--- config.mk ---
export PLATFORM = sky130hd
export DESIGN_NAME = raymarch_pixel_writer
export DESIGN_NICKNAME = d
export VERILOG_FILES = /design/src/rtl/raymarch_pixel_writer.sv
export SDC_FILE = /design/constraint.sdc
export NUM_CORES = 1
export LEC_CHECK = 0
export ABC_AREA = 1
export CAP_MARGIN = 10
export CORE_ASPECT_RATIO = 0.5
export CORE_UTILIZATION = 60
export DETAILED_ROUTE_END_ITERATION = 7
export GPL_TIMING_DRIVEN = 0
export PLACE_DENSITY = 0.78
export RECOVER_POWER = 100
export SLEW_MARGIN = 25
export SYNTH_ARGS = -nofsm -noshare
export SYNTH_HDL_FRONTEND = slang
export SYNTH_SLANG_ARGS = --single-unit
--- constraint.sdc ---
create_clock -name i_clk -period 4.4 [get_ports i_clk]
set_clock_uncertainty 0.15 [all_clocks]
set_input_delay 0.88 -clock i_clk [delete_from_list [all_inputs] [get_ports i_clk]]
set_output_delay 0.88 -clock i_clk [all_outputs]
set_load 0.01 [all_outputs]
--- src/rtl/raymarch_pixel_writer.sv ---
// raymarch_pixel_writer
//   Sits downstream of a fixed-latency, non-stallable raymarcher. Each accepted issue (x,y) is
//   tracked through a PIPE_LATENCY-deep delay line so the returning RGB can be re-tagged with its
//   pixel coordinates. The colour is packed to RGB332 and queued, then written to the framebuffer
//   over a valid/ready port. Issue is credit-gated so the queue can never overflow.
//
// Optional feature: define RAYMARCH_WRITER_DITHER_EN to enable a 2x2 ordered dither before
// truncation. The default build uses plain truncation.
//
// Ports
//   i_clk          system clock, all logic on rising edge
//   i_rst_n        asynchronous active-low reset
//   i_issue_valid  sequencer presented i_issue_x/i_issue_y to the raymarcher this cycle
//   i_issue_x/y    issued pixel column/row
//   o_issue_ready  a credit is free; an issue counts only when valid && ready
//   i_red/green/blue  raymarcher colour, valid PIPE_LATENCY cycles after issue
//   o_fb_valid     framebuffer write request (queue non-empty)
//   i_fb_ready     framebuffer accepts the write
//   o_fb_addr      y*SCREEN_WIDTH + x
//   o_fb_data      RGB332 {r[7:5],g[7:5],b[7:6]}
//   o_frame_done   one-cycle pulse after the last pixel of the frame is written
//   o_err_sticky   issue without credit, queue overflow or out-of-range coordinate
module raymarch_pixel_writer #(
    parameter int unsigned PIPE_LATENCY  = 20,
    parameter int unsigned FIFO_DEPTH    = 16,
    parameter int unsigned CORDW         = 10,
    parameter int unsigned SCREEN_WIDTH  = 640,
    parameter int unsigned SCREEN_HEIGHT = 480,
    parameter int unsigned ADDR_W        = 19
) (
    input  logic              i_clk,
    input  logic              i_rst_n,
    input  logic              i_issue_valid,
    input  logic [CORDW-1:0]  i_issue_x,
    input  logic [CORDW-1:0]  i_issue_y,
    output logic              o_issue_ready,
    input  logic [7:0]        i_red,
    input  logic [7:0]        i_green,
    input  logic [7:0]        i_blue,
    output logic              o_fb_valid,
    input  logic              i_fb_ready,
    output logic [ADDR_W-1:0] o_fb_addr,
    output logic [7:0]        o_fb_data,
    output logic              o_frame_done,
    output logic              o_err_sticky
);

    localparam int unsigned PTR_W   = $clog2(FIFO_DEPTH);
    localparam int unsigned CNT_W   = $clog2(FIFO_DEPTH + 1);
    localparam int unsigned ENTRY_W = 1 + ADDR_W + 8;

    // ------------------------------------------------------------------
    // Credit accounting
    // ------------------------------------------------------------------
    logic [CNT_W-1:0] r_inflight;
    logic [CNT_W-1:0] r_count;
    logic [CNT_W:0]   w_credits_used;
    logic             w_accept;
    logic             r_tap_v;

    // In-flight covers both the delay line and the tap register, so the sum
    // with queue occupancy bounds the queue: a push can never meet a full queue.
    assign w_credits_used = (CNT_W + 1)'(r_inflight) + (CNT_W + 1)'(r_count);
    assign o_issue_ready  = w_credits_used < (CNT_W + 1)'(FIFO_DEPTH);
    assign w_accept       = i_issue_valid && o_issue_ready;

    always_ff @(posedge i_clk or negedge i_rst_n) begin
        if (!i_rst_n) begin
            r_inflight <= '0;
        end else begin
            r_inflight <= r_inflight + CNT_W'(w_accept) - CNT_W'(r_tap_v);
        end
    end

    // ------------------------------------------------------------------
    // Delay line mirroring the raymarcher latency
    // ------------------------------------------------------------------
    logic [PIPE_LATENCY-1:0] r_dl_v;
    logic [CORDW-1:0]        r_dl_x [PIPE_LATENCY];
    logic [CORDW-1:0]        r_dl_y [PIPE_LATENCY];

    always_ff @(posedge i_clk or negedge i_rst_n) begin
        if (!i_rst_n) begin
            r_dl_v <= '0;
        end else begin
            for (int i = PIPE_LATENCY - 1; i > 0; i--) begin
                r_dl_v[i] <= r_dl_v[i-1];
            end
            r_dl_v[0] <= w_accept;
        end
    end

    always_ff @(posedge i_clk) begin
        for (int i = PIPE_LATENCY - 1; i > 0; i--) begin
            r_dl_x[i] <= r_dl_x[i-1];
            r_dl_y[i] <= r_dl_y[i-1];
        end
        r_dl_x[0] <= i_issue_x;
        r_dl_y[0] <= i_issue_y;
    end

    // ------------------------------------------------------------------
    // Tap: colour arrives while the last stage is valid
    // ------------------------------------------------------------------
    logic             w_tap_v;
    logic [CORDW-1:0] w_tap_x;
    logic [CORDW-1:0] w_tap_y;
    logic [ADDR_W-1:0] w_addr;
    logic             w_last;
    logic             w_oor;
    logic [7:0]       w_r;
    logic [7:0]       w_g;
    logic [7:0]       w_b;

    assign w_tap_v = r_dl_v[PIPE_LATENCY-1];
    assign w_tap_x = r_dl_x[PIPE_LATENCY-1];
    assign w_tap_y = r_dl_y[PIPE_LATENCY-1];

    assign w_addr = ADDR_W'(w_tap_y) * ADDR_W'(SCREEN_WIDTH) + ADDR_W'(w_tap_x);
    assign w_last = (w_tap_x == CORDW'(SCREEN_WIDTH - 1)) && (w_tap_y == CORDW'(SCREEN_HEIGHT - 1));
    assign w_oor  = (32'(w_tap_x) >= SCREEN_WIDTH) || (32'(w_tap_y) >= SCREEN_HEIGHT);

`ifdef RAYMARCH_WRITER_DITHER_EN
    logic [7:0] w_dith_off;
    logic [8:0] w_r_sum;
    logic [8:0] w_g_sum;
    logic [8:0] w_b_sum;

    always_comb begin
        w_dith_off = 8'd0;
        unique case ({w_tap_y[0], w_tap_x[0]})
            2'b00: w_dith_off = 8'd0;
            2'b01: w_dith_off = 8'd16;
            2'b10: w_dith_off = 8'd24;
            2'b11: w_dith_off = 8'd8;
            default: w_dith_off = 8'd0;
        endcase
    end

    assign w_r_sum = {1'b0, i_red} + {1'b0, w_dith_off};
    assign w_g_sum = {1'b0, i_green} + {1'b0, w_dith_off};
    assign w_b_sum = {1'b0, i_blue} + {w_dith_off, 1'b0};
    // Saturate so a bright channel never wraps to dark.
    assign w_r = w_r_sum[8] ? 8'hFF : w_r_sum[7:0];
    assign w_g = w_g_sum[8] ? 8'hFF : w_g_sum[7:0];
    assign w_b = w_b_sum[8] ? 8'hFF : w_b_sum[7:0];
`else
    assign w_r = i_red;
    assign w_g = i_green;
    assign w_b = i_blue;
`endif

    // Registered multiply-add and pack; this stage stands in for the output
    // register a direct tap-to-queue path would otherwise need.
    logic [ADDR_W-1:0] r_tap_addr;
    logic [7:0]        r_tap_data;
    logic              r_tap_last;

    always_ff @(posedge i_clk or negedge i_rst_n) begin
        if (!i_rst_n) begin
            r_tap_v <= 1'b0;
        end else begin
            r_tap_v <= w_tap_v;
        end
    end

    always_ff @(posedge i_clk) begin
        r_tap_addr <= w_addr;
        r_tap_data <= {w_r[7:5], w_g[7:5], w_b[7:6]};
        r_tap_last <= w_last;
    end

    // ------------------------------------------------------------------
    // Output queue
    // ------------------------------------------------------------------
    logic [ENTRY_W-1:0] r_mem [FIFO_DEPTH];
    logic [PTR_W-1:0]   r_wr_ptr;
    logic [PTR_W-1:0]   r_rd_ptr;
    logic [ENTRY_W-1:0] w_head;
    logic               w_full;
    logic               w_push;
    logic               w_pop;
    logic               w_drop;

    assign w_full = (r_count == CNT_W'(FIFO_DEPTH));
    assign w_pop  = o_fb_valid && i_fb_ready;
    // A full queue still accepts a push when the head leaves in the same cycle.
    assign w_push = r_tap_v && (!w_full || w_pop);
    assign w_drop = r_tap_v && w_full && !w_pop;

    always_ff @(posedge i_clk or negedge i_rst_n) begin
        if (!i_rst_n) begin
            for (int i = 0; i < FIFO_DEPTH; i++) begin
                r_mem[i] <= '0;
            end
            r_wr_ptr <= '0;
            r_rd_ptr <= '0;
            r_count  <= '0;
        end else begin
            if (w_push) begin
                r_mem[r_wr_ptr] <= {r_tap_last, r_tap_addr, r_tap_data};
                r_wr_ptr        <= r_wr_ptr + PTR_W'(1);
            end
            if (w_pop) begin
                r_rd_ptr <= r_rd_ptr + PTR_W'(1);
            end
            r_count <= r_count + CNT_W'(w_push) - CNT_W'(w_pop);
        end
    end

    assign w_head     = r_mem[r_rd_ptr];
    assign o_fb_valid = (r_count != '0);
    assign o_fb_addr  = w_head[ADDR_W+7:8];
    assign o_fb_data  = w_head[7:0];

    // ------------------------------------------------------------------
    // Status
    // ------------------------------------------------------------------
    logic r_frame_done;
    logic r_err;

    always_ff @(posedge i_clk or negedge i_rst_n) begin
        if (!i_rst_n) begin
            r_frame_done <= 1'b0;
            r_err        <= 1'b0;
        end else begin
            r_frame_done <= w_pop && w_head[ENTRY_W-1];
            if ((i_issue_valid && !o_issue_ready) || w_drop || (w_tap_v && w_oor)) begin
                r_err <= 1'b1;
            end
        end
    end

    assign o_frame_done = r_frame_done;
    assign o_err_sticky = r_err;

endmodule

[Yosys cells after proc, flatten, opt, wreduce, memory -nomap -nowiden]
Memory sizes are Yosys's and may differ from the RTL's.
Cells that the tools add are included.
Widths: inputs -> output; s select.
Word-level totals
  bits in registers: 517
  memory bits (writable): 400
  input port bits: 48
  word-level logic and storage cells: 73
  memories: 2
Memories
  r_dl_x: depth 20, bits a word 10, rd ports 20, clocked after memory_dff 0, wr ports 20, RTL line 79  | logic [CORDW-1:0] r_dl_x [PIPE_LATENCY];
  r_dl_y: depth 20, bits a word 10, rd ports 20, clocked after memory_dff 0, wr ports 20, RTL line 80  | logic [CORDW-1:0] r_dl_y [PIPE_LATENCY];
Cells by class
  add/sub/neg operators: 8
  multiply operators: 1
  magnitude comparators: 6
  equal/unequal tests: 3
  muxes and demuxes: 6
  bitwise operators: 2
  reductions and logical operators: 18
Operators with widths (number)
  $bwmux 448: 1
  $bmux 28 s4: 1
  $demux 28 s4: 1
  $mux 28: 3
  $add 19x10->19: 1
  $mul 10x3->12 const B: 1
  $add 5x1->5: 2
  $eq 10x10->1 const B: 1
  $eq 10x9->1 const B: 1
  $ge 10x10->1 const B: 1
  $ge 10x9->1 const B: 1
  $ge 5x5->1 const B: 2
  $logic_and 1x1->1: 10
  $not 4->5: 2
  $sub 5x1->5: 2
  $add 4x1->4 const B: 2
  $add 5x5->6: 1
  $lt 6x5->1 const B: 1
  $eq 5x5->1 const B: 1
  $lt 5x1->1 const B: 1
  $reduce_bool 5->1: 1
  $logic_or 1x1->1: 4
  $logic_not 1->1: 3

[Logic depth before layout (Yosys ltp)]
Gate-level depths: netlist of run 1.
  word-level depth: 6
  mapped depth: 15

[Worst setup path after synthesis of run 1]
Ideal clock, no wire load.
  path kind: input to register
  start: in i_fb_ready
  end: reg r_count[4]
  setup time: 79 ps
  arrival: 2547 ps
  path slack: 1624 ps
  stages: 11
  cells stage by stage: nor2_2 -> a21oi_4 -> inv_2 -> ha_1 -> inv_1 -> ha_1 -> fa_1 -> a21oi_1 -> nor2_1 -> nor2_1 -> xor2_1
On the way
  word-level cells in the longest chain between the ends: 5
RTL lines
  start: declaration: RTL line 41  | input logic i_fb_ready,
  $logic_and 1x1->1 (*): RTL line 186  | assign w_pop = o_fb_valid && i_fb_ready;
  $logic_or 1x1->1: RTL line 188  | assign w_push = r_tap_v && (!w_full || w_pop);
  $logic_and 1x1->1: RTL line 188
  $add 5x1->5: RTL line 207  | r_count <= r_count + CNT_W'(w_push) - CNT_W'(w_pop);
  $sub 5x1->5 (*): RTL line 207
  end signal: assignment: RTL line 207
  end: declaration: RTL line 56  | logic [CNT_W-1:0] r_count;
Every way passes the cells marked *; elsewhere a longest branch is shown, timed or not.
A chain may end at the register's enable or synchronous reset.

[Worst setup path in the final report of run 1]
  start: reg r_rd_ptr[1]
  end: out o_fb_data[5]
On the way
  word-level cells in the longest chain between the ends: 4
RTL lines
  start: declaration: RTL line 178  | logic [PTR_W-1:0] r_rd_ptr;
  start signal: assignment: RTL line 205  | r_rd_ptr <= r_rd_ptr + PTR_W'(1);
  $not 4->5 (not written as such): RTL line 211  | assign w_head = r_mem[r_rd_ptr];
  $bmux 28 s4: RTL line 211
  $mux 28 (not written as such) (2 in series): RTL line 211
  end: declaration: RTL line 43  | output logic [7:0] o_fb_data,
No other way between the ends. The select of a mux whose other input is x is not followed.

==> results_dict.tcl, run 1 <==
set metrics [dict create \
    die_h_um 163 \
    synthesis.area_um2 31200 \
    synth_xor_area_frac 0.00617 \
    cts.sinks 917 \
    period_minus_slack_ns 4.53 \
    final_cells 3968 \
    critPathKind "reg -> out" \
    ios 79 \
    synthArstFlopShare 0.533 \
    required_ns 3.37 \
    grt_pass1_wl_mm 137 \
    slew-limit-headroom -0.562 \
    remaining_drc_errors 4 \
    synth_cell_type_count 35 \
    grt_use_total 0.346 \
    cap_violations 2 \
    n_fill_cell 3883 \
    synth.area.top_cells "dfrtp_1, dfxtp_1, o21ai_0" \
    insertion_delay_ns 0.63 \
    cts_tree "built" \
    yosysMostFrequentCell "nand2_1" \
    die_width_um 325 \
    seq_area_frac_synth 0.667 \
    die-area_um2 53000 \
    yosys.area.top_type "dfrtp_1" \
    clockBufferDepth 3 \
    cts_buffers 73 \
    grt_overflow_total 0 \
    fmax_ghz 0.221 \
    holdBufCountCts 0 \
    final_max_slew_viol_count 179 \
    multiInputGateArea_um2 9000 \
    synth-simple-area-share 0.122 \
    core_area_um2 50800 \
    totalWireLength_mm 91.1 \
    tightest_slew_ns 2.34 \
    post-dp-hpwl_mm 59.5 \
    cpPeakStageDelay_ns 0.80 \
    worstPathMaxFanout 10 \
    root_buffer "clkbuf_16" \
    crit_path_start_kind "flip-flop" \
    yosys_warnings 0 \
    outcome "finished, violations left" \
    drtPass1Iterations 8 \
    pre_cts_ws_ns 0.392 \
    clk_pin_slew_ns 0.07 \
    path_cells "buf_2, clkbuf_1, o21ai_0, o21ai_0, o211ai_1, nand2_1, clkdlybuf4s50_1" \
    nNetsFinal 3315 \
    synthAdderAreaFrac 0.0182 \
    h-tree-depth 3 \
    synth_edf_count 0 \
    rows 58 \
    syn-instance-count 3082 \
    endpoint_kind "output port" \
    hold_viol 0 \
    crit_slowest_cell "clkbuf_1" \
    grt_setup_unrepaired "true" \
    cp.arrival_ns 3.50 \
    max-vdd-ir-drop_uv 457 \
    synthFlopType "dfrtp_1" \
    syn2layout_area_growth_pct 12.4 \
    synth_compound_area_frac 0.143 \
    violations "design-rule violations, max-capacitance violations, max-slew violations, negative setup slack" \
    gp_congestion 1.04 \
    diodes 0 \
    grt_max_degree 93 \
    synth_nets 3173 \
    seqCellArea_um2 20800 \
    yosys-top-cells-count "nand2_1, o21ai_0, dfrtp_1" \
    ant_nets 0 \
    layout_setup_ws_ns -0.128 \
    grt_pass1_vias 23300 \
    synth_top_family_by_area "compound AO/OA/AOI/OAI gates" \
    synth_top_cell_area_share 0.392 \
    dp.cells 3839 \
    wire_per_inst_um 23.0 \
    drive_above_1_share 0.0601 \
    ys_ff_latch 917 \
    critPathMostFrequentCell "o21ai_0" \
    synthMuxAreaShare 0 \
    hp-class "in -> async" \
    fin_crit_sh 1.03 \
    routed_via_density 6.05 \
    power.density_nw_per_um2 728 \
    leakage_nw 15.7 \
    vias 24000 \
    antenna_found_initial 3 \
    drt_iter0_markers 3546 \
    initial_utilization 0.614 \
    setup_viol 6 \
    io_buffers 62 \
    syn_area_per_cell_um2 10.1 \
]
-- cell families (layout without fill, tap and decap cells) --
| kind of cell | Yosys count | count (layout) |
|---|---|---|
| xor gates and xnor gates | 22 | 22 |
| and+or+nand+nor | 967 | 967 |
| DFF | 917 | 917 |
| buffers and inverters | 299 | 495 |
| adders and majority gates | 43 | 43 |
| AOI/OAI and AO/OA | 834 | 834 |
-- stage by stage --
stage | setup TNS (ns) | util | power (mW) | instance area [um^2] | hold slack (ns)
floorplan | 0 | - | 15.1 | 31200 | 0.160
global placement | -9257.72 | 0.644 | 18.2 | 32700 | 0.160
detailed placement | 0 | 0.646 | 18.5 | 32800 | 0.162
CTS | 0 | 0.695 | 25.2 | 35300 | 0.0356
global route | -0.00491 | 0.691 | 26.5 | 35100 | 0.0401
finish | -0.439 | 0.691 | 25.5 | 35100 | 0.0203
-- what timing repair did --
item,in CTS,in global routing
resized for setup,10,52
buffers inserted,0,0
gates cloned,0,0
pin swaps,0,1
setup endpoints to repair,14,26
-- cells in the final DEF, fill, tap and decap left out, drive strengths merged, types with 28 or more instances in the layout --
| master | synthesis | final |
|---|---|---|
| o21ai | 707 | 707 |
| nand2 | 547 | 547 |
| dfrtp | 489 | 489 |
| dfxtp | 428 | 428 |
| nor2 | 348 | 348 |
| clkbuf | 105 | 283 |
| o211ai | 110 | 110 |
| inv | 79 | 83 |
| buf | 114 | 47 |
| nand3 | 45 | 45 |
| ha | 39 | 39 |
| dlygate4sd3 | 0 | 33 |
| clkdlybuf4s50 | 0 | 28 |
-- worst max-delay path: cells and delay by family, from the launching register on --
family          cells  cell delay [ns]
compound gates      3             0.74
buf+inv             3             1.61
flops               1             0.34
simple gates        1             0.18
-- per-layer routing --
| layer | GRT usage | vias to the layer above | part of all wire |
|---|---|---|---|
| met1 | 0.439 | 11500 | 0.37 |
| met2 | 0.515 | 1654 | 0.42 |
| li1 | - | 10500 | - |
| met4 | 0.180 | 4 | 0.058 |
| met5 | 0 | - | 0.00026 |
| met3 | 0.137 | 373 | 0.15 |
-- final cells by class --
class	instances	share of cell area
clock inverter	24	0.00906
clock buffer	105	0.0611
buffer	219	0.0277
inverter	80	0.00863
multi-input combinational	1866	0.256
timing repair buffer	67	0.0194
sequential	917	0.593
tap	690	0.0246
-- state kept, by name (all words and copies together) (netlist names) --
| register | count |
|---|---|
| r_count | 5 |
| r_tap_v | 1 |
| r_tap_last | 1 |
| r_tap_addr | 19 |
| o_frame_done | 1 |
| r_rd_ptr | 4 |
| r_inflight | 5 |
| r_tap_data | 8 |
| r_mem | 448 |
| r_dl_v | 20 |
| r_dl_x | 200 |
| r_wr_ptr | 4 |
| o_err_sticky | 1 |
| r_dl_y | 200 |
-- report_power, final --
| group | switching [mW] | leakage, nW | total, mW | internal [mW] |
|---|---|---|---|---|
| clock | 3.11 | 1.19 | 6.75 | 3.64 |
| combinational | 5.56 | 4.28 | 8.14 | 2.58 |
| sequential | 0.788 | 10.3 | 10.6 | 9.85 |
| total | 9.45 | 15.7 | 25.5 | 16.1 |
-- worst paths after layout --
kind / start / slack, ns / cells past startpoint / endpoint
hold / removal: i_rst_n / 0.02 / 1 / r_dl_v[3]
max in group asynchronous: i_rst_n / 0.59 / 3 / r_mem[240]
hold reg to reg: r_dl_x[0][158] / 0.17 / 0 / r_dl_x[0][168]
min in group i_clk: r_dl_x[0][158] / 0.17 / 0 / r_dl_x[0][168]
setup reg to reg: r_count[2] / 0.87 / 11 / r_mem[56]
setup / recovery: r_rd_ptr[1] / -0.13 / 7 / o_fb_data[5]
Power figures use the tool's default switching activity.
==> run 2, diff against run 1 <==
==> constraint.sdc (replaced) <==
create_clock -name i_clk -period 5 [get_ports i_clk]
set_clock_uncertainty 0.15 [all_clocks]
set_input_delay 1 -clock i_clk [delete_from_list [all_inputs] [get_ports i_clk]]
set_output_delay 1 -clock i_clk [all_outputs]
set_load 0.01 [all_outputs]
==> run 2 against run 1 <==
The flow finishes with violations (design-rule violations, max-capacitance violations, max-slew violations); core utilization about the same; sequential share of layout area about the same; via count about the same; largest power group unchanged; critical endpoint is now o_fb_data[7]; global-route usage about the same; die area unchanged.
==> results_dict.tcl, run 2 (synthesis gave the netlist of run 1 again) <==
set metrics [dict create \
    outcome "finished, violations left" \
    pre_cts_ws_ns 0.872 \
    remaining_drc_errors 4 \
    drive_above_1_share 0.0503 \
    clk_pin_slew_ns 0.07 \
    p_int_mw 14.0 \
    cp_num_cells 8 \
    clockBufferDepth 3 \
    cts_buffers 73 \
    layout_setup_ws_ns 0.0390 \
    crit_path_start_kind "flip-flop" \
    vias 24000 \
    swShare 0.372 \
    core_area_um2 50800 \
    max-vdd-ir-drop_uv 393 \
    rows 58 \
    die_h_um 163 \
    holdPathStages 0 \
    cpPeakStageDelay_ns 0.81 \
    grt_pass1_wl_mm 137 \
    final_cells 3969 \
    gp_congestion 1.04 \
    crit_slowest_cell "clkdlybuf4s15_1" \
    period_minus_slack_ns 4.96 \
    p_sw_mw 8.31 \
    ios 79 \
    nNetsFinal 3315 \
    cp_top_family "buffers and inverters" \
    totalWireLength_mm 91.1 \
    fin_crit_sh 0.992 \
    drtPass1Iterations 8 \
    fmax_ghz 0.202 \
    leakage_nw 15.7 \
    top_regs "r_mem x448, r_dl_x x200, r_dl_y x200" \
    io_buffers 62 \
    syn2layout_area_growth_pct 12.4 \
    largest_reg_flops 448 \
    n_fill_cell 3870 \
    final_cell_mix "o21ai_0, nand2_1, dfrtp_1, dfxtp_1, nor2_1" \
    grt_setup_unrepaired "false" \
    insertion_delay_ns 0.63 \
    grt_pass1_vias 23400 \
    fin_setup_tns_ns 0 \
    multiInputGateArea_um2 9000 \
    total_power_mw 22.4 \
    cap_violations 1 \
    grt_max_degree 93 \
    dp.cells 3839 \
    cts.sinks 917 \
    root_buffer "clkbuf_16" \
    setup_viol 0 \
    initial_utilization 0.614 \
    h-tree-depth 3 \
    r2r_cells 11 \
    violations "design-rule violations, max-capacitance violations, max-slew violations" \
    grt_overflow_total 0 \
    whs_ns 0.167 \
    slew-limit-headroom -1.32 \
    hold_viol 0 \
    antenna_found_initial 3 \
    ant_nets 0 \
    post-dp-hpwl_mm 59.5 \
    seqCellArea_um2 20800 \
    hp-class "reg -> reg" \
    drt_iter0_markers 3484 \
    path_buf_inv 4 \
    grt_use_total 0.346 \
    wire_per_inst_um 23.0 \
    final_max_slew_viol_count 62 \
    cp.arrival_ns 3.81 \
    endpoint_kind "output port" \
    path_cells "buf_2, buf_2, clkdlybuf4s15_1, o21ai_0, o211ai_1, o211ai_1, nand2_1, clkdlybuf4s50_1" \
    required_ns 3.85 \
    p_seq_frac 0.419 \
    die-area_um2 53000 \
    critPathKind "reg -> out" \
    final_common_cell "o21ai_0" \
    power_frac_clock 0.266 \
    tightest_slew_ns 3.48 \
    worstPathMaxFanout 11 \
    cts_tree "built" \
    p_comb_frac 0.316 \
    power.density_nw_per_um2 637 \
    die_width_um 325 \
    routed_via_density 6.04 \
    largest_register "r_mem" \
]
## run 2: changes by cell type in the layout (fill, tap and decap cells not counted), sizes merged
cell,delta
diode,+1
clkbuf,-6
clkdlybuf4s15,+1
dlygate4sd3,+18
clkdlybuf4s50,-18
buf,+5
## run 2: worst paths after layout
check	end	slack (ns)	from
hold reg to reg	r_dl_x[0][168]	0.17	r_dl_x[0][158]
setup / recovery	o_fb_data[7]	0.04	r_rd_ptr[1]
min in group asynchronous	r_dl_v[12]	1.40	i_rst_n
max in group asynchronous	r_mem[240]	0.70	i_rst_n
setup reg to reg	r_mem[56]	1.49	r_count[3]
hold / removal	r_dl_x[0][168]	0.17	r_dl_x[0][158]
## run 2: timing repair
| item | in CTS | in global routing |
|---|---|---|
| setup endpoints to repair | 0 | 1 |
| setup buffers | 0 | 0 |
| resized for setup | 0 | 1 |
| hold buffers | 0 | 0 |
## run 2: metal layers
metal | GRT usage | wire length (um) | vias to the layer above
li1 | - | - | 10500
met1 | 0.438 | 33800 | 11400
met2 | 0.514 | 38400 | 1696
met3 | 0.138 | 13500 | 377
met4 | 0.181 | 5350 | 4
met5 | 0 | 23 | -
## run 2: metrics by stage
stage / cell area [um^2] / util
floorplan: 31200 / -
global route: 35100 / 0.691
global placement: 32700 / 0.644
detailed placement: 32800 / 0.646
finish: 35100 / 0.691
CTS: 35300 / 0.695
## run 2: area by class of cell
cell class                 instances  share of cell area
sequential                       917               0.593
multi-input combinational       1866               0.257
clock buffer                     105              0.0611
buffer                           219              0.0264
tap                              690              0.0246
timing repair buffer              67              0.0207
clock inverter                    24             0.00906
inverter                          80             0.00856
antenna                            1           0.0000713
## run 2: power groups by stage
stage / sequential (mW) / combinational [mW] / clock (mW)
2_1_floorplan: 9.24 / 4.05 / 0
4_1_cts: 9.32 / 6.87 / 5.97
3_5_place_dp: 9.44 / 6.82 / 0
3_3_place_gp: 9.42 / 6.63 / 0
6_report: 9.36 / 7.06 / 5.94
5_1_grt: 9.47 / 7.49 / 6.28
